**src/rtl/data_pattern_pkg.sv**
```systemverilog
`default_nettype none
// ============================================================================
//  Module      : data_pattern_pkg
//  Description : Shared types and constants for the data pattern generator
//                and its checker-side reference model: pattern selector,
//                FSM states, CSR map, CONTROL/STATUS bit positions, PRBS
//                polynomial lengths/taps and small helper functions.
//  Revision    : 1.0  initial release
// ============================================================================
package data_pattern_pkg;

    // Pattern selector as carried in CONTROL[6:4]
    typedef enum logic [2:0] {
        PAT_PRBS7  = 3'd0,
        PAT_PRBS15 = 3'd1,
        PAT_PRBS23 = 3'd2,
        PAT_PRBS31 = 3'd3,
        PAT_CLOCK  = 3'd4,
        PAT_COUNT  = 3'd5,
        PAT_ZERO6  = 3'd6,
        PAT_ZERO7  = 3'd7
    } pattern_sel_e;

    typedef enum logic [1:0] {
        ST_IDLE = 2'd0,
        ST_RUN  = 2'd1,
        ST_DONE = 2'd2
    } dpg_state_e;

    // CSR word addresses
    localparam logic [2:0] C_ADDR_CONTROL  = 3'd0;
    localparam logic [2:0] C_ADDR_STATUS   = 3'd1;
    localparam logic [2:0] C_ADDR_WCNT_LO  = 3'd2;
    localparam logic [2:0] C_ADDR_WCNT_HI  = 3'd3;
    localparam logic [2:0] C_ADDR_INJ_CNT  = 3'd4;
    localparam logic [2:0] C_ADDR_BURST    = 3'd5;
    localparam logic [2:0] C_ADDR_SEED     = 3'd6;
    localparam logic [2:0] C_ADDR_ID       = 3'd7;

    // CONTROL bit positions
    localparam int C_CTRL_ENABLE_BIT = 0;
    localparam int C_CTRL_SEL_LSB    = 4;
    localparam int C_CTRL_INJECT_BIT = 8;
    localparam int C_CTRL_CLEAR_BIT  = 9;
    // Only enable and pattern_sel are stored; the W1 strobes are never held
    localparam logic [31:0] C_CTRL_STORE_MASK = 32'h0000_0071;

    // STATUS bit positions
    localparam int C_STAT_RUNNING_BIT = 0;
    localparam int C_STAT_DONE_BIT    = 1;
    localparam int C_STAT_PENDING_BIT = 2;

    // PRBS polynomials x^LEN + x^TAP + 1
    localparam int C_PRBS7_LEN  = 7;
    localparam int C_PRBS7_TAP  = 6;
    localparam int C_PRBS15_LEN = 15;
    localparam int C_PRBS15_TAP = 14;
    localparam int C_PRBS23_LEN = 23;
    localparam int C_PRBS23_TAP = 18;
    localparam int C_PRBS31_LEN = 31;
    localparam int C_PRBS31_TAP = 28;

    localparam logic [31:0] C_SEED_RESET   = 32'hFFFF_FFFF;
    localparam logic [63:0] C_CLOCK_PATTERN = 64'hAAAA_AAAA_AAAA_AAAA;

    // Merge write data into a register under a byte mask
    function automatic logic [31:0] apply_be(input logic [31:0] old_val,
                                             input logic [31:0] wdata,
                                             input logic [3:0]  be);
        logic [31:0] r;
        r = old_val;
        for (int b = 0; b < 4; b++) begin
            if (be[b]) begin
                r[8*b +: 8] = wdata[8*b +: 8];
            end
        end
        return r;
    endfunction

    // State mask for the polynomial selected by sel (non-PRBS -> PRBS7)
    function automatic logic [30:0] prbs_mask(input pattern_sel_e sel);
        logic [30:0] m;
        case (sel)
            PAT_PRBS15: m = 31'h0000_7FFF;
            PAT_PRBS23: m = 31'h007F_FFFF;
            PAT_PRBS31: m = 31'h7FFF_FFFF;
            default:    m = 31'h0000_007F;
        endcase
        return m;
    endfunction

    // Seed masked to the polynomial length; the lock-up state is replaced
    // by all-ones so the LFSR always runs.
    function automatic logic [30:0] prbs_seed(input pattern_sel_e sel,
                                              input logic [31:0]  seed);
        logic [30:0] m;
        logic [30:0] s;
        m = prbs_mask(sel);
        s = seed[30:0] & m;
        if (s == 31'd0) begin
            s = m;
        end
        return s;
    endfunction

endpackage
`default_nettype wire

```
**src/rtl/prbs_lfsr_step64.sv**
```systemverilog
`default_nettype none
// ============================================================================
//  Module      : prbs_lfsr_step64
//  Description : Combinational 64-step advance of a Fibonacci LFSR for the
//                PRBS7/15/23/31 polynomials. Each step computes
//                fb = s[LEN-1] ^ s[TAP-1], emits fb as the next serial bit
//                and shifts fb into s[0]. Output bit 0 is the first step.
//  Ports       : i_poly  - polynomial select (PRBS codes; others -> PRBS7)
//                i_state - current LFSR state (unused upper bits zero)
//                o_state - state after 64 steps
//                o_word  - the 64 bits produced, earliest in bit 0
//  Revision    : 1.0  initial release
// ============================================================================
module prbs_lfsr_step64
    import data_pattern_pkg::*;
(
    input  pattern_sel_e i_poly,
    input  logic [30:0]  i_state,
    output logic [30:0]  o_state,
    output logic [63:0]  o_word
);

    logic [30:0] w_mask;
    logic [30:0] w_s;
    logic        w_fb;

    assign w_mask = prbs_mask(i_poly);

    always_comb begin
        w_s    = i_state & w_mask;
        o_word = '0;
        w_fb   = 1'b0;
        for (int k = 0; k < 64; k++) begin
            case (i_poly)
                PAT_PRBS15: w_fb = w_s[C_PRBS15_LEN-1] ^ w_s[C_PRBS15_TAP-1];
                PAT_PRBS23: w_fb = w_s[C_PRBS23_LEN-1] ^ w_s[C_PRBS23_TAP-1];
                PAT_PRBS31: w_fb = w_s[C_PRBS31_LEN-1] ^ w_s[C_PRBS31_TAP-1];
                default:    w_fb = w_s[C_PRBS7_LEN-1]  ^ w_s[C_PRBS7_TAP-1];
            endcase
            o_word[k] = w_fb;
            w_s       = {w_s[29:0], w_fb} & w_mask;
        end
        o_state = w_s;
    end

endmodule
`default_nettype wire

```
**src/rtl/data_pattern_generator.sv**
```systemverilog
`default_nettype none
// ============================================================================
//  Module      : data_pattern_generator
//  Description : 64-bit test-pattern source (PRBS7/15/23/31, clock, counter,
//                zeros) with start/stop, burst length, word counting and an
//                optional single-bit error injector, controlled through a
//                3-bit-address Avalon-MM CSR slave.
//  Build macro : DPG_ERR_INJECT_EN - enables inject_once / INJECT_COUNT.
//  Ports       : csr_clk_clk           - clock for CSR and datapath
//                reset_reset           - synchronous active-high reset
//                csr_slave_address     - CSR word address
//                csr_slave_write/read  - strobes (read latency 1)
//                csr_slave_byteenable  - byte write enables
//                csr_slave_writedata   - write data
//                csr_slave_readdata    - registered read data
//                aso_data/valid/ready  - Avalon-ST pattern output
//  Revision    : 1.0  initial release
// ============================================================================
module data_pattern_generator
    import data_pattern_pkg::*;
#(
    parameter logic [31:0] ID_VALUE = 32'h4450_4730,
    parameter int          DATA_W   = 64
) (
    input  logic              csr_clk_clk,
    input  logic              reset_reset,
    input  logic [2:0]        csr_slave_address,
    input  logic              csr_slave_write,
    input  logic              csr_slave_read,
    input  logic [3:0]        csr_slave_byteenable,
    input  logic [31:0]       csr_slave_writedata,
    output logic [31:0]       csr_slave_readdata,
    output logic [DATA_W-1:0] aso_data,
    output logic              aso_valid,
    input  logic              aso_ready
);

    // ------------------------------------------------------------------
    // State
    // ------------------------------------------------------------------
    dpg_state_e   state_q, state_d;

    logic [31:0]  ctrl_q,      ctrl_d;
    logic [31:0]  seed_q,      seed_d;
    logic [31:0]  burst_cfg_q, burst_cfg_d;   // BURST_LEN register
    logic [63:0]  word_cnt_q,  word_cnt_d;
    logic [31:0]  shadow_q,    shadow_d;
    logic [31:0]  readdata_q,  readdata_d;

    pattern_sel_e pat_sel_q,   pat_sel_d;     // latched in IDLE
    logic [31:0]  burst_len_q, burst_len_d;   // latched in IDLE
    logic [31:0]  burst_cnt_q, burst_cnt_d;
    logic [30:0]  lfsr_q,      lfsr_d;
    logic [63:0]  cnt_q,       cnt_d;         // counter pattern
    logic [63:0]  data_q,      data_d;

    // ------------------------------------------------------------------
    // Decodes
    // ------------------------------------------------------------------
    logic         w_ctrl_wr;
    logic         w_clear;
    logic         w_accept;
    logic         w_enable_next;
    pattern_sel_e w_sel_next;
    logic         w_inject_pending;
    logic [31:0]  w_inject_cnt;

    assign w_ctrl_wr = csr_slave_write && (csr_slave_address == C_ADDR_CONTROL);
    assign w_clear   = w_ctrl_wr && csr_slave_byteenable[1]
                       && csr_slave_writedata[C_CTRL_CLEAR_BIT];
    assign w_accept  = (state_q == ST_RUN) && aso_ready;

    // The FSM acts on CONTROL as it will be after this edge, so a write of
    // enable in cycle N starts the stream at edge N+1.
    assign w_enable_next = ctrl_d[C_CTRL_ENABLE_BIT];
    assign w_sel_next    = pattern_sel_e'(ctrl_d[C_CTRL_SEL_LSB +: 3]);

    // ------------------------------------------------------------------
    // CSR registers
    // ------------------------------------------------------------------
    always_comb begin
        ctrl_d      = ctrl_q;
        seed_d      = seed_q;
        burst_cfg_d = burst_cfg_q;
        if (csr_slave_write) begin
            case (csr_slave_address)
                C_ADDR_CONTROL: ctrl_d = apply_be(ctrl_q, csr_slave_writedata,
                                                  csr_slave_byteenable) & C_CTRL_STORE_MASK;
                C_ADDR_BURST:   burst_cfg_d = apply_be(burst_cfg_q, csr_slave_writedata,
                                                       csr_slave_byteenable);
                C_ADDR_SEED:    seed_d = apply_be(seed_q, csr_slave_writedata,
                                                  csr_slave_byteenable);
                default: ;
            endcase
        end

        // Clear has priority over a coincident accepted beat
        word_cnt_d = word_cnt_q;
        if (w_clear) begin
            word_cnt_d = 64'd0;
        end else if (w_accept) begin
            word_cnt_d = word_cnt_q + 64'd1;
        end

        // Reading LO freezes HI so a 64-bit read pair is coherent
        shadow_d = shadow_q;
        if (csr_slave_read && (csr_slave_address == C_ADDR_WCNT_LO)) begin
            shadow_d = word_cnt_q[63:32];
        end

        readdata_d = 32'd0;
        if (csr_slave_read) begin
            case (csr_slave_address)
                C_ADDR_CONTROL: readdata_d = ctrl_q;
                C_ADDR_STATUS: begin
                    readdata_d[C_STAT_RUNNING_BIT] = (state_q == ST_RUN);
                    readdata_d[C_STAT_DONE_BIT]    = (state_q == ST_DONE);
                    readdata_d[C_STAT_PENDING_BIT] = w_inject_pending;
                end
                C_ADDR_WCNT_LO: readdata_d = word_cnt_q[31:0];
                C_ADDR_WCNT_HI: readdata_d = shadow_q;
                C_ADDR_INJ_CNT: readdata_d = w_inject_cnt;
                C_ADDR_BURST:   readdata_d = burst_cfg_q;
                C_ADDR_SEED:    readdata_d = seed_q;
                default:        readdata_d = ID_VALUE;
            endcase
        end
    end

    // ------------------------------------------------------------------
    // Pattern source. In IDLE the step function is fed the freshly masked
    // seed so the first word is ready at the IDLE->RUN edge; in RUN it is
    // fed the state that follows the word currently on aso_data.
    // ------------------------------------------------------------------
    pattern_sel_e w_step_sel;
    logic [30:0]  w_step_in;
    logic [30:0]  w_step_out;
    logic [63:0]  w_step_word;
    logic [63:0]  w_src_word;

    assign w_step_sel = (state_q == ST_IDLE) ? w_sel_next : pat_sel_q;
    assign w_step_in  = (state_q == ST_IDLE) ? prbs_seed(w_sel_next, seed_d) : lfsr_q;

    prbs_lfsr_step64 u_step (
        .i_poly  (w_step_sel),
        .i_state (w_step_in),
        .o_state (w_step_out),
        .o_word  (w_step_word)
    );

    always_comb begin
        case (w_step_sel)
            PAT_PRBS7, PAT_PRBS15,
            PAT_PRBS23, PAT_PRBS31: w_src_word = w_step_word;
            PAT_CLOCK:              w_src_word = C_CLOCK_PATTERN;
            PAT_COUNT:              w_src_word = (state_q == ST_IDLE) ? 64'd0 : cnt_q;
            default:                w_src_word = 64'd0;
        endcase
    end

    // ------------------------------------------------------------------
    // FSM: next state and datapath updates
    // ------------------------------------------------------------------
    always_comb begin
        state_d     = state_q;
        pat_sel_d   = pat_sel_q;
        burst_len_d = burst_len_q;
        burst_cnt_d = burst_cnt_q;
        lfsr_d      = lfsr_q;
        cnt_d       = cnt_q;
        data_d      = data_q;

        case (state_q)
            ST_IDLE: begin
                pat_sel_d   = w_sel_next;
                burst_len_d = burst_cfg_d;
                burst_cnt_d = 32'd0;
                lfsr_d      = w_step_in;
                cnt_d       = 64'd0;
                if (w_enable_next) begin
                    state_d = ST_RUN;
                    data_d  = w_src_word;
                    lfsr_d  = w_step_out;
                    cnt_d   = 64'd1;
                end
            end
            ST_RUN: begin
                if (w_accept) begin
                    data_d      = w_src_word;
                    lfsr_d      = w_step_out;
                    cnt_d       = cnt_q + 64'd1;
                    burst_cnt_d = burst_cnt_q + 32'd1;
                    if ((burst_len_q != 32'd0) && (burst_cnt_q + 32'd1 == burst_len_q)) begin
                        state_d = ST_DONE;
                    end
                end
                if (!w_enable_next) begin
                    state_d = ST_IDLE;
                end
            end
            ST_DONE: begin
                if (!w_enable_next) begin
                    state_d = ST_IDLE;
                end
            end
            default: state_d = ST_IDLE;
        endcase
    end

    always_ff @(posedge csr_clk_clk) begin
        if (reset_reset) begin
            state_q <= ST_IDLE;
        end else begin
            state_q <= state_d;
        end
    end

    always_ff @(posedge csr_clk_clk) begin
        if (reset_reset) begin
            ctrl_q      <= 32'd0;
            seed_q      <= C_SEED_RESET;
            burst_cfg_q <= 32'd0;
            word_cnt_q  <= 64'd0;
            shadow_q    <= 32'd0;
            readdata_q  <= 32'd0;
            pat_sel_q   <= PAT_PRBS7;
            burst_len_q <= 32'd0;
            burst_cnt_q <= 32'd0;
            lfsr_q      <= 31'd0;
            cnt_q       <= 64'd0;
            data_q      <= 64'd0;
        end else begin
            ctrl_q      <= ctrl_d;
            seed_q      <= seed_d;
            burst_cfg_q <= burst_cfg_d;
            word_cnt_q  <= word_cnt_d;
            shadow_q    <= shadow_d;
            readdata_q  <= readdata_d;
            pat_sel_q   <= pat_sel_d;
            burst_len_q <= burst_len_d;
            burst_cnt_q <= burst_cnt_d;
            lfsr_q      <= lfsr_d;
            cnt_q       <= cnt_d;
            data_q      <= data_d;
        end
    end

    // ------------------------------------------------------------------
    // Error injection
    // ------------------------------------------------------------------
`ifdef DPG_ERR_INJECT_EN
    logic        inject_pending_q, inject_pending_d;
    logic [31:0] inject_cnt_q,     inject_cnt_d;
    logic        w_inject_req;

    assign w_inject_req = w_ctrl_wr && csr_slave_byteenable[1]
                          && csr_slave_writedata[C_CTRL_INJECT_BIT];

    always_comb begin
        // A request arriving while one is pending is dropped
        if (inject_pending_q) begin
            inject_pending_d = !w_accept;
        end else begin
            inject_pending_d = w_inject_req;
        end

        inject_cnt_d = inject_cnt_q;
        if (w_clear) begin
            inject_cnt_d = 32'd0;
        end else if (w_accept && inject_pending_q && (inject_cnt_q != 32'hFFFF_FFFF)) begin
            inject_cnt_d = inject_cnt_q + 32'd1;
        end
    end

    always_ff @(posedge csr_clk_clk) begin
        if (reset_reset) begin
            inject_pending_q <= 1'b0;
            inject_cnt_q     <= 32'd0;
        end else begin
            inject_pending_q <= inject_pending_d;
            inject_cnt_q     <= inject_cnt_d;
        end
    end

    assign w_inject_pending = inject_pending_q;
    assign w_inject_cnt     = inject_cnt_q;
`else
    assign w_inject_pending = 1'b0;
    assign w_inject_cnt     = 32'd0;
`endif

    // ------------------------------------------------------------------
    // Outputs. The flip is applied on the way out so the pattern state
    // itself is never disturbed.
    // ------------------------------------------------------------------
    logic w_flip;
    assign w_flip = w_inject_pending && (state_q == ST_RUN);

    assign aso_valid          = (state_q == ST_RUN);
    assign aso_data           = data_q ^ {63'd0, w_flip};
    assign csr_slave_readdata = readdata_q;

endmodule
`default_nettype wire

```
**config.mk**
```make
export PLATFORM = sky130hd
export DESIGN_NAME = data_pattern_generator
export DESIGN_NICKNAME = d
export VERILOG_FILES = /design/src/rtl/data_pattern_pkg.sv /design/src/rtl/prbs_lfsr_step64.sv /design/src/rtl/data_pattern_generator.sv
export SDC_FILE = /design/constraint.sdc
export NUM_CORES = 1
export LEC_CHECK = 0
export ABC_AREA = 1
export CAP_MARGIN = 20
export CORE_MARGIN = 8
export CORE_UTILIZATION = 61
export DETAILED_ROUTE_END_ITERATION = 8
export MAX_ROUTING_LAYER = met4
export PLACE_DENSITY = 0.9
export SLEW_MARGIN = 20
export SYNTH_ARGS = -nofsm -noshare
export SYNTH_HDL_FRONTEND = slang
export SYNTH_SLANG_ARGS = --single-unit
```
**constraint.sdc**
```tcl
create_clock -name csr_clk_clk -period 7.95 [get_ports csr_clk_clk]
set_input_delay 1.59 -clock csr_clk_clk [delete_from_list [all_inputs] [get_ports csr_clk_clk]]
set_output_delay 1.59 -clock csr_clk_clk [all_outputs]
set_load 0.01 [all_outputs]
```
Word-level counts from Yosys, hierarchy flattened:

Cells that the tools add are included.

* $add $sub $neg: 3
* bitwise gates (word level): 323
* reductions and logical operators: 20
* muxes and demuxes: 105
* eq/ne operators: 22

Operator list (number)
* $and A31 B31 Y31: 66
* $mux W64: 4
* $pmux W64 S2: 2
* $xor A1 B1 Y1: 256
* $pmux W1 S3: 64
* $pmux W64 S3: 1
* $mux W31: 6
* $pmux W31 S3: 2
* $pmux W29 S6: 1
* $add A64 B1 Y64 const B: 2
* $mux W32: 3
* $pmux W32 S2: 1
* $pmux W31 S2: 1
* $mux W8: 7
* $add A32 B1 Y32 const B: 1
* $eq A32 B32 Y1: 1
* $reduce_bool A32 Y1: 1
* $logic_not A31 Y1: 1
* $mux W7: 4
* $eq A3 B2 Y1 const B: 6
* $pmux W3 S6: 1
* $eq A3 B3 Y1 const B: 5
* $mux W2: 5
* $eq A3 B1 Y1 const B: 3
* other kinds (18): 29

* logic and storage cells: 487
* output and inout port bits: 97
* register bits after elaboration: 424

Depth between registers and ports, before layout:

Gate-level depths: netlist of the first run.

* word-level depth: 204
* mapped depth: 59

Modules after synthesis:

From an unflattened synthesis of the first run, not the netlist that was laid out.

* cells, all modules: 4277
* area, all modules: 27403.8 um^2

Modules (own cells, without submodules)
* data_pattern_generator: instances 1, area an instance 21764.6 um^2, cells each 3203, seq. area each 8488.1 um^2
* prbs_lfsr_step64: instances 1, area an instance 5639.2 um^2, cells each 1074, seq. area each 0.0 um^2

Least setup slack after synthesis of the first run:

OpenSTA, ideal clock, no wires.

* path kind: in2reg
* start: input csr_slave_address[0]
* end: register data_q[60] (netlist: aso_data[60])
* arrival time: 6.304 ns
* stages: 50
* buffers on the path: 1
* setup slack: 1.576 ns
* cell sequence: inv_2 > nand3_4 > nor2_4 > buf_6 > o21ai_1 > nand3_1 > nand2_1 > nor2_1 > nand2_2 > nor2_8 > nand3_4 > nand3_2 > o21ai_2 > xor2_1 > or2_4 > nand2_4 > inv_2 > nand2_1 > [... 14 more ...] > nand3_2 > nand2_4 > xor2_2 > nand2_2 > nand2_4 > xor2_2 > nand2_2 > nand2_4 > nand2_2 > nand2_2 > nand2_1 > nand2_1 > inv_1 > nand3_1 > nand2_1 > nand2_1 > nand2_1 > a21oi_1

* cells in the longest elaborated chain, start to end: 95
* elaborated cells between the ends (all ways): 340

Ends and longest elaborated chain
* from (decl): RTL line data_pattern_generator.sv:27 `input logic [2:0] csr_slave_address,`
* $logic_not A3 Y1: RTL line data_pattern_generator.sv:86 `case (csr_slave_address)`
* $mux W7: RTL line data_pattern_generator.sv:86
* $mux W7: RTL line data_pattern_generator.sv:85 `if (csr_slave_write) begin`
* $eq A3 B2 Y1 or $eq A3 B1 Y1 (tied branches): RTL line data_pattern_pkg.sv:83 `case (sel)`
* $pmux W31 S3: RTL line data_pattern_pkg.sv:83
* $and A31 B31 Y31: RTL line data_pattern_pkg.sv:99 `s = seed[30:0] & m;`
* $logic_not A31 Y1: RTL line data_pattern_pkg.sv:100 `if (s == 31'd0) begin`
* $mux W31: RTL line data_pattern_pkg.sv:100
* [... 74 more ...]
* $xor A1 B1 Y1: RTL line prbs_lfsr_step64.sv:38 `default: w_fb = w_s[C_PRBS7_LEN-1] ^ w_s[C_PRBS7_TAP-1];`
* $pmux W1 S3: RTL line prbs_lfsr_step64.sv:34 `case (i_poly)`
* $and A31 B31 Y31 (6 in a row): RTL line prbs_lfsr_step64.sv:41 `w_s = {w_s[29:0], w_fb} & w_mask;`
* $xor A1 B1 Y1: RTL line prbs_lfsr_step64.sv:38
* $pmux W1 S3: RTL line prbs_lfsr_step64.sv:34
* $pmux W64 S3: RTL line data_pattern_generator.sv:152 `case (w_step_sel)`
* $mux W64, on equally long branches: RTL line data_pattern_generator.sv:188, data_pattern_generator.sv:180
* $pmux W64 S2: RTL line data_pattern_generator.sv:173 `case (state_q)`
* to (signal assigned): RTL line data_pattern_generator.sv:244 `data_q <= data_d;`
* to (decl): RTL line data_pattern_generator.sv:55 `logic [63:0] data_q, data_d;`

Several ways; a longest one is shown, not always the timed one. The select of a mux whose other input is x is not followed.
A chain may end at the register's enable or synchronous reset.

Worst setup path after layout of the first run:

* start: input csr_slave_address[0]
* end: register lfsr_q[5]

* cells in the longest elaborated chain, start to end: 96
* elaborated cells between the ends (all ways): 327

Ends and longest elaborated chain
* $logic_not A3 Y1: RTL line data_pattern_generator.sv:86
* $mux W7: RTL line data_pattern_generator.sv:86
* $mux W7: RTL line data_pattern_generator.sv:85
* $eq A3 B2 Y1 or $eq A3 B1 Y1 (tied branches): RTL line data_pattern_pkg.sv:83
* $pmux W31 S3: RTL line data_pattern_pkg.sv:83
* $and A31 B31 Y31: RTL line data_pattern_pkg.sv:99
* $logic_not A31 Y1: RTL line data_pattern_pkg.sv:100
* $mux W31: RTL line data_pattern_pkg.sv:100
* [... 70 more ...]
* $pmux W1 S3 or $xor A1 B1 Y1 (tied branches): RTL line prbs_lfsr_step64.sv:34, prbs_lfsr_step64.sv:38
* $and A31 B31 Y31 or $pmux W1 S3 (tied branches): RTL line prbs_lfsr_step64.sv:41, prbs_lfsr_step64.sv:34
* $and A31 B31 Y31 (6 in a row): RTL line prbs_lfsr_step64.sv:41
* $xor A1 B1 Y1: RTL line prbs_lfsr_step64.sv:38
* $pmux W1 S3: RTL line prbs_lfsr_step64.sv:34
* $and A31 B31 Y31 (6 in a row): RTL line prbs_lfsr_step64.sv:41
* $mux W31, on equally long branches: RTL line data_pattern_generator.sv:188, data_pattern_generator.sv:180
* $pmux W31 S2 (*): RTL line data_pattern_generator.sv:173
* to (signal assigned): RTL line data_pattern_generator.sv:242 `lfsr_q <= lfsr_d;`
* to (decl): RTL line data_pattern_generator.sv:53 `logic [30:0] lfsr_q, lfsr_d;`

Mark *: on every way between the ends. The rest lies on a longest branch, timed or not. The select of a mux whose other input is x is not followed.

==> reports/results.ini, run 1 <==
[status]
outcome=complete, no violations

[timing]
fin_crit_ns=7.536
hold_slack_ns=0.4509
tns_ns=0
fin_skew_ns=0.02728
relSlewSlack_pct=35.43
fmax_ghz=0.1327
hold_viol_final=0
tightest_slew_ns=0.9597
drv_slew=0
setup_violations=0
min_period_over_period_pct=94.80
setup_ws_ns=0.4137

[die]
dieArea_um2=47700
io-pin-count=141
start_util_pct=61.48
die_h_um=218.4
rows=74
core_area_um2=40650
die_w_um=218.4

[critical_path]
cp-end-kind=flop
worst_path_max_delay_cell=clkdlybuf4s50_1
required_ns=8.48
crit_top_cell=nand2_1
worstPathMaxFanout=9
start_kind=input pin
critPathArrivalTime_ns=8.06
critPathKind=in2reg
critical_path.max_stage_delay_ns=0.45

[grt]
grt.total_usage_pct=41.41
grt_pass1_vias=26910
grt_pass1_wl_um=151500
antenna_found_initial=0
gr-total-overflow=0
grt_max_degree=111

[placed_design]
gp_congestion=1.043
port_buffers=140
place_inst=4664
dp_hpwl_um=74350
dp_slack_ns=-0.3240
place_area_um2=29390

[route]
wire_per_inst_um=20.99
dr_wl_met2_um=44840
drt_iter0_drc=3980
ant_nets=0
drt-pass1-iter-count=7
met3WireLength_um=8845
drc=0
avgViaCountPerCell=6.052
dr_total_vias=28830
wirelength_um=100000
drt-met1-wl_um=37500
top_layer=met4

[cells_and_area]
nets=4244
diodes=0
area_delta_synth_final_pct=25.41
layout.cells.non_filler=4764
utilization_pct=77.10
drive_gt1_share_pct=18.19
fin_area_um2=31340

[clock_network]
clockBufferDepth=3
cts_root_buffer=clkbuf_16
cts_tree=yes
cts_buffers=45
htreeDepth=2
clock_latency_ns=0.61
clk_pin_slew_ns=0.08
clock-sinks=424
cts.hold.buffers_added=0

[worst_hold_path]
hold_path_class=reg2reg

[synth]
yosysTopAreaCell=dfxtp_1
ys_ff_latch=424
synthDistinctLibCells=74
ys.flop_type=dfxtp_1
synthesis.instances=3759
synth.avg_cell_area_um2=6.648
synth_edf_count=0
synth_area_leaders=dfxtp_1 34%, nand2_1 14%, a21oi_1 6.7%
synth_top_cell_area_share_pct=33.97
syn-num-nets=3806
synthArstFlopShare_pct=0
syn_area_um2=24990
yosysSeqAreaShare_pct=33.97
yosysWarnings=0

[power]
leakagePower_nw=12.88
report.power.total_mw=9.069
irDropWorstVdd_mv=0.3071
powerDensity_nw_per_um2=289.4

[flow_run]
maxCapViolCount=0

power breakdown:
group | total (mW) | internal (mW) | switching, mW
Clock | 2.32 | 1.36 | 0.961
Combinational | 4.49 | 1.84 | 2.65
Sequential | 2.25 | 2.20 | 0.0520
Yosys cell counts, types with 5 or more instances:
library cell and count:
a21oi_1 334, clkbuf_1 110, nor2_1 269, nand3_1 206
nand2_2 58, o31ai_1 11, nor2_4 8, o21a_1 5
dfxtp_1 424, o21ai_2 13, nand2_1 919, a211oi_1 23
inv_2 41, buf_4 18, buf_1 17, inv_1 384
nor3b_1 5, xnor2_1 25, xor2_1 66, or2_2 30
nor4_1 33, a41oi_1 6, nand4_1 55, nor2_2 11
buf_6 11, a22oi_1 5, a31oi_1 17, nand2_4 15
a2bb2oi_1 7, o2111ai_1 12, nor3_1 91, o21ai_1 30
o221ai_1 28, a221oi_1 38, buf_2 5, nand3_2 32
o21ai_0 273, o22ai_1 52
final timing paths:
kind / from / depth (start not counted) / slack, ns / to
setup / recovery: csr_slave_address[0] / 50 / 0.41 / lfsr_q[5]
hold / removal: shadow_q[1] / 2 / 0.45 / shadow_q[1]
setup reg to reg: ctrl_q[6] / 47 / 1.80 / lfsr_q[5]
hold reg to reg: shadow_q[1] / 2 / 0.45 / shadow_q[1]
sequential cells by signal, indices dropped and copies added (netlist names):
| name | count |
|---|---|
| word_cnt_q | 64 |
| pat_sel_q | 3 |
| lfsr_q | 31 |
| burst_cfg_q | 32 |
| cnt_q | 64 |
| csr_slave_readdata | 32 |
| burst_len_q | 32 |
| seed_q | 32 |
| ctrl_q | 4 |
| aso_data | 64 |
| shadow_q | 32 |
| burst_cnt_q | 32 |
| state_q | 2 |
layer usage:
metal | vias to the layer above | track usage [%]
met4 | 0 | 30.25
met3 | 464 | 5.807
met1 | 13070 | 48.56
met5 | - | -
li1 | 13470 | -
met2 | 1833 | 64.55
cell type report:
type,count,area [um2]
Tap cell,532,665.6
Sequential cell,424,8488
Timing Repair Buffer,555,4628
Clock buffer,54,1210
Inverter,430,1622
Fill cell,3129,9308
Multi-Input combinational cell,2741,14320
Clock inverter,28,409.1
cells by family after synthesis:
logic type	after synthesis	synth area share, %
compound gates	888	20.69
flops	424	33.97
simple gates	1750	31.95
fa+ha+maj	3	0.1502
mux	4	0.1602
buf+inv	596	9.689
xor+xnor	94	3.385
cells in the final DEF, fill, tap and decap left out, types with 23 or more instances in the layout:
cell               n
a221oi_1          38
nand4_1           55
or2_2             30
nand3_1          198
xnor2_1           25
clkdlybuf4s50_1  135
o21ai_0          268
o221ai_1          28
nor3_1            91
a211oi_1          23
o21ai_1           33
o22ai_1           52
inv_2             42
nor2_1           262
nor4_1            33
nand2_2           69
dfxtp_1          424
nand2_1          905
nand3_2           40
inv_1            381
xor2_1            66
a21oi_1          332
clkbuf_16         45
buf_4            407
critical path: cells and delay by family:
family / cells / cell delay (ns)
AND/OR/NAND/NOR: 40 / 4.67
buffers and inverters: 6 / 1.08
AO/OA/AOI/OAI: 3 / 0.51
XOR/XNOR: 1 / 0.22
repair_timing:
item | in CTS | in global routing
gates resized for setup | 0 | 50
setup endpoints to repair | 0 | 27
setup buffers | 0 | 16
No activity file was read; power rests on OpenSTA's default activity.
==> run 2, diff against run 1 <==
--- a/config.mk
+++ b/config.mk
@@ -7,7 +7,7 @@
 export LEC_CHECK = 0
 export ABC_AREA = 1
 export CAP_MARGIN = 20
-export CORE_MARGIN = 8
+export CORE_MARGIN = 2
 export CORE_UTILIZATION = 61
 export DETAILED_ROUTE_END_ITERATION = 8
 export MAX_ROUTING_LAYER = met4
==> reports/results.ini, run 2 (synthesis results as in run 1) <==
[critical_path]
critical_path.max_stage_delay_ns=0.52
reg2reg_from=state_q[1]
rr_worst_depth=42
critPathKind=in2reg
reg2reg_setup_slack_ns=1.84
r2r-end=lfsr_q[11]
start_kind=input pin
worstPathMaxFanout=11
required_ns=8.43
worst_path_max_delay_cell=clkdlybuf4s50_1
critPathArrivalTime_ns=8.05
cp-end-kind=flop
crit_top_cell=nand2_1

[route]
drt-pass1-iter-count=6
drc=0
ant_nets=0
wire_per_inst_um=21.24
dr_total_vias=29230
drt_iter0_drc=3864
avgViaCountPerCell=6.102
wirelength_um=101700

[timing]
setup_ws_ns=0.3749
relSlewSlack_pct=25.46
drv_slew=0
tightest_slew_ns=1.111
fin_skew_ns=0.03900
hold_viol_final=0
setup_violations=0
fin_crit_ns=7.575
fmax_ghz=0.1320
min_period_over_period_pct=95.28

[clock_network]
clk_pin_slew_ns=0.07
clock_latency_ns=0.62
cts_root_buffer=clkbuf_16
cts_buffers=46
cts.hold.buffers_added=0
clockBufferDepth=3
clock-sinks=424
cts_tree=yes
htreeDepth=2

[placed_design]
place_area_um2=29350
place_inst=4668
dp_slack_ns=-0.2459
gp_congestion=1.081
port_buffers=140
dp_hpwl_um=74950

[power]
swShare_pct=40.39
p_int_mw=5.453
report.power.total_mw=9.147
powerDensity_nw_per_um2=290.5
clockPowerShare_pct=25.3
leakagePower_nw=12.97
power_frac_comb_pct=50.1
p_sw_mw=3.694
irDropWorstVdd_mv=0.3061
p_seq_share_pct=24.7

[cells_and_area]
utilization_pct=77.46
final_cell_mix=902 x nand2_1, 431 x buf_4, 424 x dfxtp_1
layout.cells.non_filler=4790
area_delta_synth_final_pct=26.00
drive_gt1_share_pct=18.66
fillers=3140
fin_area_um2=31490
nets=4266
layout_commonest_cell=nand2_1

[grt]
grt_pass1_vias=27110
grt_pass1_wl_um=152100
antenna_found_initial=2
gr-total-overflow=0
grt.total_usage_pct=47.87
grt_max_degree=78

[flow_run]
maxCapViolCount=0

[die]
start_util_pct=61.48
io-pin-count=141
die_w_um=206.4
rows=74
dieArea_um2=42600
core_area_um2=40650
die_h_um=206.4

[worst_hold_path]
hold_path_class=reg2reg
min_from=shadow_q[4]
worstHoldEndpoint=shadow_q[4]
hold_depth=2

[status]
outcome=complete, no violations

-- run 2: changes by cell type in the layout (fill, tap and decap cells not counted), moves of 3 or more --
cell	before	now
nand3_4	4	7
clkinvlp_4	4	7
nand3_2	40	36
buf_4	407	431
clkbuf_8	5	9
nand2_1	905	902
buf_12	8	3
nand2_4	18	23
bufinv_16	8	5
-- run 2: power by group through the flow --
stage	clock network (mW)	logic [mW]	registers, mW
floorplan	0	2.31	2.30
global placement	0	4.26	2.30
detailed placement	0	4.27	2.30
CTS	2.30	4.29	2.25
global route	2.38	4.91	2.26
finish	2.31	4.58	2.26
-- run 2: critical path, delay by kind of cell --
family / cells / cell delay, ns
compound gates: 7 / 1.33
simple gates: 26 / 3.05
buf+inv: 10 / 1.70
xor+xnor: 2 / 0.37
-- run 2: what timing repair did --
| item | CTS | global route |
|---|---|---|
| endpoints found under the setup margin | 0 | 28 |
| resized for setup | 0 | 53 |
| setup buffers | 0 | 31 |
-- run 2: per-stage QoR --
stage                     hold slack [ns]   TNS, ns
final                              0.4521         0
after global routing               0.4796  -0.04627
after CTS                          0.4511         0
after detailed placement           0.4415    -2.618
after global placement             0.4319    -2.171
after floorplan                    0.4205         0
-- run 2: final cells by class --
class / count / area [um2] / share of cell area, %
Clock inverter: 26 / 341.6 / 1.085
Sequential cell: 424 / 8488 / 26.96
Multi-Input combinational cell: 2742 / 14360 / 45.60
Timing Repair Buffer: 575 / 4717 / 14.98
Tap cell: 532 / 665.6 / 2.114
Inverter: 430 / 1620 / 5.146
Antenna cell: 2 / 5.005 / 0.01590
Clock buffer: 59 / 1290 / 4.097
-- run 2: how the worst max path moves through the flow --
stage / startpoint / endpoint / slack (ns) / depth (start not counted)
floorplan: csr_slave_address[0] / aso_data[60] / 1.58 / 50
global placement: csr_slave_write / lfsr_q[11] / -0.19 / 44
finish: csr_slave_address[0] / lfsr_q[11] / 0.37 / 45
detailed placement: csr_slave_address[1] / lfsr_q[11] / -0.25 / 46
CTS: csr_slave_address[1] / lfsr_q[11] / 0.26 / 48
global route: csr_slave_address[0] / aso_data[61] / -0.03 / 53
-- run 2: per-layer routing --
layer  share of wire (%)  up-vias  track usage [%]  routed length (um)
met5                   0        -                -                   0
met4                  10        0            40.56               10580
met3                 9.8      568            8.578               10010
met2                  44     1909            73.53               44460
met1                  36    13240            54.07               36660
li1                    -    13520                -                   -
